<file path="config.mk">
export PLATFORM = sky130hd
export DESIGN_NAME = io_uart_tx
export DESIGN_NICKNAME = d
export VERILOG_FILES = /design/src/rtl/io_pkg.sv /design/src/rtl/io_uart_tx_byte_fifo.sv /design/src/rtl/io_uart_tx.sv
export SDC_FILE = /design/constraint.sdc
export NUM_CORES = 1
export LEC_CHECK = 0
export ABC_AREA = 1
export BUFFER_PORTS_ARGS = -buffer_cell sky130_fd_sc_hd__buf_2
export CAP_MARGIN = 25
export CORE_ASPECT_RATIO = 0.5
export CORE_MARGIN = 2
export CORE_UTILIZATION = 54
export CTS_CLUSTER_DIAMETER = 60
export DETAILED_ROUTE_END_ITERATION = 8
export PLACE_DENSITY = 0.76
export SYNTH_ARGS = -nofsm -noshare
export SYNTH_HDL_FRONTEND = slang
export SYNTH_HIERARCHICAL = 1
export SYNTH_SLANG_ARGS = --single-unit
</file>
<file path="constraint.sdc">
create_clock -name CLK -period 2.2 [get_ports CLK]
set_input_delay 0.11 -clock CLK [delete_from_list [all_inputs] [get_ports CLK]]
set_output_delay 0.11 -clock CLK [all_outputs]
set_load 0.01 [all_outputs]
</file>
<file path="src/rtl/io_pkg.sv">
// Shared definitions for the memory-mapped I/O transmitter: register offsets,
// STATUS/CTRL bit positions and the transmit FSM encoding.
package io_pkg;

  localparam logic [1:0] IO_TXDATA = 2'd0;
  localparam logic [1:0] IO_STATUS = 2'd1;
  localparam logic [1:0] IO_CTRL   = 2'd2;

  localparam int ST_FULL    = 0;
  localparam int ST_EMPTY   = 1;
  localparam int ST_BUSY    = 2;
  localparam int ST_IRQ     = 3;
  localparam int ST_CNT_LSB = 4;
  localparam int ST_OVF     = 7;

  localparam int CTRL_IRQ_EN = 0;
  localparam int CTRL_TX_EN  = 1;

  typedef enum logic [1:0] {
    S_IDLE  = 2'd0,
    S_START = 2'd1,
    S_DATA  = 2'd2,
    S_STOP  = 2'd3
  } tx_state_e;

endpackage

</file>
<file path="src/rtl/io_uart_tx_byte_fifo.sv">
// Small synchronous byte FIFO with combinational head output, so the consumer
// can take the head byte on the same edge it pops.
module byte_fifo #(
  parameter int DEPTH = 4,
  localparam int AW = (DEPTH > 1) ? $clog2(DEPTH) : 1,
  localparam int CW = $clog2(DEPTH) + 1
) (
  input  logic          CLK,
  input  logic          R,
  input  logic          push,
  input  logic          pop,
  input  logic [7:0]    din,
  output logic [7:0]    dout,
  output logic          full,
  output logic          empty,
  output logic [CW-1:0] count
);

  logic [7:0]    mem_q [DEPTH];
  logic [AW-1:0] wr_ptr_q, wr_ptr_d;
  logic [AW-1:0] rd_ptr_q, rd_ptr_d;
  logic [CW-1:0] count_q, count_d;
  logic          wr_en;
  logic          rd_en;

  assign full  = (count_q == CW'(DEPTH));
  assign empty = (count_q == '0);
  assign count = count_q;
  assign dout  = mem_q[rd_ptr_q];

  // A push into a full FIFO is still accepted when the head leaves on the same edge.
  assign rd_en = pop & ~empty;
  assign wr_en = push & (~full | rd_en);

  always_comb begin
    wr_ptr_d = wr_ptr_q;
    rd_ptr_d = rd_ptr_q;
    count_d  = count_q;
    if (wr_en) begin
      wr_ptr_d = (wr_ptr_q == AW'(DEPTH - 1)) ? '0 : wr_ptr_q + AW'(1);
    end
    if (rd_en) begin
      rd_ptr_d = (rd_ptr_q == AW'(DEPTH - 1)) ? '0 : rd_ptr_q + AW'(1);
    end
    case ({wr_en, rd_en})
      2'b10:   count_d = count_q + CW'(1);
      2'b01:   count_d = count_q - CW'(1);
      default: count_d = count_q;
    endcase
  end

  always_ff @(posedge CLK) begin
    if (wr_en) begin
      mem_q[wr_ptr_q] <= din;
    end
  end

  always_ff @(posedge CLK or negedge R) begin
    if (!R) begin
      wr_ptr_q <= '0;
      rd_ptr_q <= '0;
      count_q  <= '0;
    end else begin
      wr_ptr_q <= wr_ptr_d;
      rd_ptr_q <= rd_ptr_d;
      count_q  <= count_d;
    end
  end

endmodule

</file>
<file path="src/rtl/io_uart_tx.sv">
// Memory-mapped 8N1 serial transmitter: 4-byte register window, transmit FIFO,
// baud counter, shift register and frame FSM.
module io_uart_tx
  import io_pkg::*;
#(
  parameter logic [15:0] BASE         = 16'hFF00,
  parameter logic [15:0] CLKS_PER_BIT = 16'd868,
  parameter int          FIFO_DEPTH   = 4
) (
  input  logic        CLK,
  input  logic        R,
  input  logic [15:0] Address,
  input  logic [7:0]  DataIn,
  input  logic        WE,
  output logic        SEL,
  output logic [7:0]  DataOut,
  output logic        TXD,
  output logic        IRQ
);

  localparam int          CW     = $clog2(FIFO_DEPTH) + 1;
  localparam logic [15:0] CPB_M1 = CLKS_PER_BIT - 16'd1;

  tx_state_e     state_q, state_d;
  logic [15:0]   baud_q, baud_d;
  logic [2:0]    bit_idx_q, bit_idx_d;
  logic [7:0]    shift_q, shift_d;
  logic          txd_q, txd_d;
  logic          irq_q, irq_d;
  logic          irq_pend_q, irq_pend_d;
  logic          ovf_q, ovf_d;
  logic          irq_en_q, irq_en_d;
  logic          tx_en_q, tx_en_d;

  logic          bus_wr;
  logic [1:0]    offset;
  logic          fifo_push;
  logic          fifo_pop;
  logic [7:0]    fifo_dout;
  logic          fifo_full;
  logic          fifo_empty;
  logic [CW-1:0] fifo_count;
  logic [2:0]    count3;
  logic          bit_end;
  logic          irq_set;
  logic          ovf_set;

  assign SEL       = (Address[15:2] == BASE[15:2]);
  assign offset    = Address[1:0];
  assign bus_wr    = WE & SEL;
  assign fifo_push = bus_wr & (offset == IO_TXDATA);
  assign ovf_set   = fifo_push & fifo_full & ~fifo_pop;
  assign count3    = 3'(fifo_count);
  assign bit_end   = (baud_q == 16'd0);
  assign TXD       = txd_q;
  assign IRQ       = irq_q;

  byte_fifo #(.DEPTH(FIFO_DEPTH)) u_fifo (
    .CLK   (CLK),
    .R     (R),
    .push  (fifo_push),
    .pop   (fifo_pop),
    .din   (DataIn),
    .dout  (fifo_dout),
    .full  (fifo_full),
    .empty (fifo_empty),
    .count (fifo_count)
  );

  always_comb begin
    state_d   = state_q;
    baud_d    = baud_q;
    bit_idx_d = bit_idx_q;
    shift_d   = shift_q;
    txd_d     = txd_q;
    fifo_pop  = 1'b0;
    irq_set   = 1'b0;
    if (state_q != S_IDLE && !bit_end) begin
      baud_d = baud_q - 16'd1;
    end
    case (state_q)
      S_IDLE: begin
        if (tx_en_q && !fifo_empty) begin
          fifo_pop = 1'b1;
          shift_d  = fifo_dout;
          baud_d   = CPB_M1;
          txd_d    = 1'b0;
          state_d  = S_START;
        end
      end
      S_START: begin
        if (bit_end) begin
          state_d   = S_DATA;
          txd_d     = shift_q[0];
          bit_idx_d = 3'd0;
          baud_d    = CPB_M1;
        end
      end
      S_DATA: begin
        if (bit_end) begin
          baud_d = CPB_M1;
          if (bit_idx_q == 3'd7) begin
            state_d = S_STOP;
            txd_d   = 1'b1;
          end else begin
            // LSB-first: the next line bit is the one that becomes shift[0].
            shift_d   = {1'b0, shift_q[7:1]};
            txd_d     = shift_q[1];
            bit_idx_d = bit_idx_q + 3'd1;
          end
        end
      end
      S_STOP: begin
        if (bit_end) begin
          baud_d = CPB_M1;
          if (tx_en_q && !fifo_empty) begin
            fifo_pop = 1'b1;
            shift_d  = fifo_dout;
            txd_d    = 1'b0;
            state_d  = S_START;
          end else begin
            txd_d   = 1'b1;
            irq_set = 1'b1;
            state_d = S_IDLE;
          end
        end
      end
      default: state_d = S_IDLE;
    endcase
  end

  always_comb begin
    irq_en_d   = irq_en_q;
    tx_en_d    = tx_en_q;
    irq_pend_d = irq_pend_q;
    ovf_d      = ovf_q;
    if (bus_wr && offset == IO_CTRL) begin
      irq_en_d = DataIn[CTRL_IRQ_EN];
      tx_en_d  = DataIn[CTRL_TX_EN];
    end
    if (bus_wr && offset == IO_STATUS) begin
      if (DataIn[ST_IRQ]) irq_pend_d = 1'b0;
      if (DataIn[ST_OVF]) ovf_d      = 1'b0;
    end
    // Hardware events override a software clear landing on the same edge.
    if (irq_set) irq_pend_d = 1'b1;
    if (ovf_set) ovf_d      = 1'b1;
    irq_d = irq_pend_d & irq_en_d;
  end

  always_comb begin
    DataOut = 8'h00;
    if (SEL) begin
      case (offset)
        IO_STATUS: begin
          DataOut[ST_FULL]             = fifo_full;
          DataOut[ST_EMPTY]            = fifo_empty;
          DataOut[ST_BUSY]             = (state_q != S_IDLE);
          DataOut[ST_IRQ]              = irq_pend_q;
          DataOut[ST_CNT_LSB +: 3]     = count3;
          DataOut[ST_OVF]              = ovf_q;
        end
        IO_CTRL: begin
          DataOut[CTRL_IRQ_EN] = irq_en_q;
          DataOut[CTRL_TX_EN]  = tx_en_q;
        end
        default: DataOut = 8'h00;
      endcase
    end
  end

  always_ff @(posedge CLK or negedge R) begin
    if (!R) begin
      state_q    <= S_IDLE;
      baud_q     <= 16'd0;
      bit_idx_q  <= 3'd0;
      shift_q    <= 8'h00;
      txd_q      <= 1'b1;
      irq_q      <= 1'b0;
      irq_pend_q <= 1'b0;
      ovf_q      <= 1'b0;
      irq_en_q   <= 1'b0;
      tx_en_q    <= 1'b1;
    end else begin
      state_q    <= state_d;
      baud_q     <= baud_d;
      bit_idx_q  <= bit_idx_d;
      shift_q    <= shift_d;
      txd_q      <= txd_d;
      irq_q      <= irq_d;
      irq_pend_q <= irq_pend_d;
      ovf_q      <= ovf_d;
      irq_en_q   <= irq_en_d;
      tx_en_q    <= tx_en_d;
    end
  end

endmodule
</file>
==> results.yml <==
drt:
  ant_nets: 0
  totalWireLength_mm: 8.71
  drc: 0
  drt_iter0_markers: 210
  vias: 3348
  vias_per_cell: 5.01
  wl_per_cell_um: 13.0
  dr.pass1.iters: 4
sta:
  finalHoldViolations: 0
  hold_ws_ps: 24.1
  final.min_clock_period_ps: 2250
  fmax_ghz: 0.444
  slew_headroom: 0.587
  rsz0062_at_grt: "true"
  fin_crit_sh: 1.02
  worst_pin_slew_ps: 620
  clock_skew_ps: 4.32
  setup_ws_ps: -50.0
  final-setup-viol-count: 2
  finalSetupTns_ps: -51.5
  slew_violations: 0
placed_design:
  placed_area_um2: 4570
  dpl.hpwl_mm: 5.88
  place_congestion: 0.834
  port_buffers: 37
finish:
  regArea_um2: 2020
  fin_area_um2: 5130
  area_growth_pct: 23.6
  drive_above_1_share: 0.257
  n_fill_cell: 566
  multi_input_area_um2: 1880
  antennaDiodeCount: 0
  nNetsFinal: 613
global_routing:
  grt_pass1_wl_mm: 14.1
  grt.total_usage: 0.219
  grt-ovfl-total: 0
  antenna_found_initial: 0
  grt_max_degree: 43
  grt_pass1_vias: 3104
worst_setup_path:
  crit_path_cell_trace: "nor2_2 > nand2_1 > inv_2 > nor2_2 > o21ai_1 > nor2_1 > nand2_2 > inv_2 > inv_2 > nand3_2 > nand2_4 > ha_4 > inv_4 > fa_2 > nand2_2 > nand3_2 > nand2_1 > nand2_1"
  arrival_ps: 2480
  crit_required_ps: 2430
  worst_setup_path_start_kind: "flip-flop"
  worstSetupEndpointType: "flip-flop"
  crit_buf_inv: 4
  cp_slowest_cell: "fa_2"
  max_stage_delay_ps: 400
  crit_fanout: 3
  critPathKind: "reg -> reg"
  crit_family: "simple AND/OR/NAND/NOR gates"
outcome:
  status: "finished, violations left"
  violations: "negative setup slack"
clock_network:
  cts_buffers: 9
  cts_tree: "yes"
  clk_path_buf_depth: 2
  cts_max_level: 3
  clkSinkCount: 74
  clk_pin_slew_ps: 60
  cts_root_buf: "clkbuf_16"
  clkLatencyLatePin_ps: 340
hold_path:
  hold_path_class: "in -> reg"
yosys:
  yosysWarnings: 6
  yosysUniqueCellTypes: 38
  async_reset_ff_frac: 0.568
  syn-num-nets: 531
  netlist_instances: 485
  synth_top_area_frac: 0.241
  ys.flop_type: "dfrtp_1"
  synth_top_area_cell: "dfrtp_1"
  ys_seq_area_frac: 0.485
  synth_edf_count: 32
  netlist_top_cells_area: "dfrtp_1 (24%), edfxtp_1 (23%), nand2_1 (13%)"
  syn_area_per_cell_um2: 8.56
  synth.cell_area_um2: 4150
  ys_ff_latch: 74
floorplanning:
  die_w_um: 128
  ioPinCount: 38
  coreArea_um2: 7380
  initial_utilization: 0.563
  rows: 22
  dieArea_um2: 8450
  die_h_um: 66.0
power_and_ir_drop:
  powerDensity_nw_per_um2: 614
  power.leakage_nw: 2.55
  ir_worst_vdd_uv: 430
flow_run:
  drv_cap: 0
## cell usage after synthesis, types with 2 or more instances
library cell / count
or2_1: 2
xor2_1: 2
nor2_1: 48
nand2_1: 143
nand2_4: 5
xnor2_1: 2
ha_1: 18
nand3_1: 31
o21ai_0: 11
nand2_2: 3
dfrtp_1: 40
nor3_2: 4
o21ai_1: 9
edfxtp_1: 32
buf_6: 6
nor2_2: 10
nand4_1: 8
o211ai_1: 9
inv_1: 65
o21ai_4: 2
a21oi_1: 13
dfstp_2: 2
nor2_4: 5
## timing repair
action | in CTS | in global routing
pin swaps | 1 | 19
setup buffers | 1 | 13
setup endpoints to repair | 2 | 34
hold endpoints to repair | 60 | 0
hold buffers | 6 | 0
resized for setup | 0 | 26
## worst reg2reg max path, stage by stage (launching register included)
cell and delay (ps):
dfrtp_1 390, nor2_2 160, nand2_1 100, inv_2 70, nor2_2 40, o21ai_1 100
nor2_1 90, nand2_2 70, inv_2 60, inv_2 60, nand3_2 90, nand2_4 90
ha_4 140, inv_4 40, fa_2 400, nand2_2 100, nand3_2 60, nand2_1 60
nand2_1 40
## path summary, 6_finish.rpt
path	from	to	slack, ps	depth (start not counted)
max in group asynchronous	R	TXD	1580	3
max reg2reg	u_fifo/count[1]	u_fifo/count[2]	-50	18
min reg2reg	shift_q[0]	shift_q[0]	470	2
min	DataIn[1]	u_fifo/mem_q[2][1]	20	1
max	u_fifo/count[1]	u_fifo/count[2]	-50	18
min in group asynchronous	R	shift_q[6]	130	2
## state kept, by name, indices dropped and copies added (netlist names)
register and cells:
u_fifo/mem_q 32, baud_q 16, shift_q 8, bit_idx_q 3, u_fifo/count 3, state_q 2, u_fifo/rd_ptr_q 2, u_fifo/wr_ptr_q 2
IRQ 1, TXD 1, irq_en_q 1, irq_pend_q 1, ovf_q 1, tx_en_q 1
## routing by layer
layer | part of all wire | track usage
met1 | 0.47 | 0.277
met2 | 0.48 | 0.368
met3 | 0.040 | 0.0591
met4 | 0.013 | 0.0769
met5 | 0 | 0
## through the flow
step / power, mW / worst slack [ps] / std cells / utilization
finish: 3.15 / -50.0 / 668 / 0.696
global route: 3.27 / -178 / 668 / 0.696
CTS: 3.16 / 47.5 / 655 / 0.670
detailed placement: 1.66 / -19.7 / 632 / 0.620
global placement: 1.66 / 80.0 / 632 / 0.620
floorplan: 1.59 / 1.46 / 485 / -
## layout by cell type (no fill, tap or decap), types with 3 or more instances in the layout
cell type	netlist	routed
a21oi_1	13	13
buf_2	1	37
buf_4	1	33
clkbuf_16	0	9
dfrtp_1	40	39
dlygate4sd3_1	0	6
edfxtp_1	32	32
ha_1	18	15
ha_4	0	3
inv_1	65	55
inv_2	1	8
inv_4	0	3
nand2_1	143	139
nand2_2	3	5
nand2_4	5	7
nand3_1	31	30
nand4_1	8	8
nor2_1	48	45
nor2_2	10	9
nor2_4	5	9
nor3_2	4	4
o211ai_1	9	9
o21ai_0	11	9
o21ai_1	9	11
## kinds of logic after synthesis
| kind of cell | count (synthesis) | share of synthesized area |
|---|---|---|
| AOI/OAI and AO/OA | 48 | 0.0717 |
| and+or+nand+nor | 264 | 0.292 |
| DFF | 74 | 0.485 |
| adders and majority gates | 19 | 0.0591 |
| xor gates and xnor gates | 4 | 0.00844 |
| buffers and inverters | 76 | 0.0835 |
## report_power, final
part	internal, mW	leakage, nW	total [mW]	switching, mW
sequential	1.45	0.860	1.45	0.00436
combinational	0.0818	1.54	0.204	0.123
clock	0.894	0.145	1.49	0.601
total	2.42	2.55	3.15	0.728
## area by class of cell
cell class,count,area share
flip-flops and latches,74,0.393
clock inverters,6,0.0146
inverters,67,0.0505
well taps,96,0.0234
clock buffers,10,0.0446
multi-input cells,335,0.367
repair buffers,80,0.107
No activity file was read; power rests on OpenSTA's default activity.
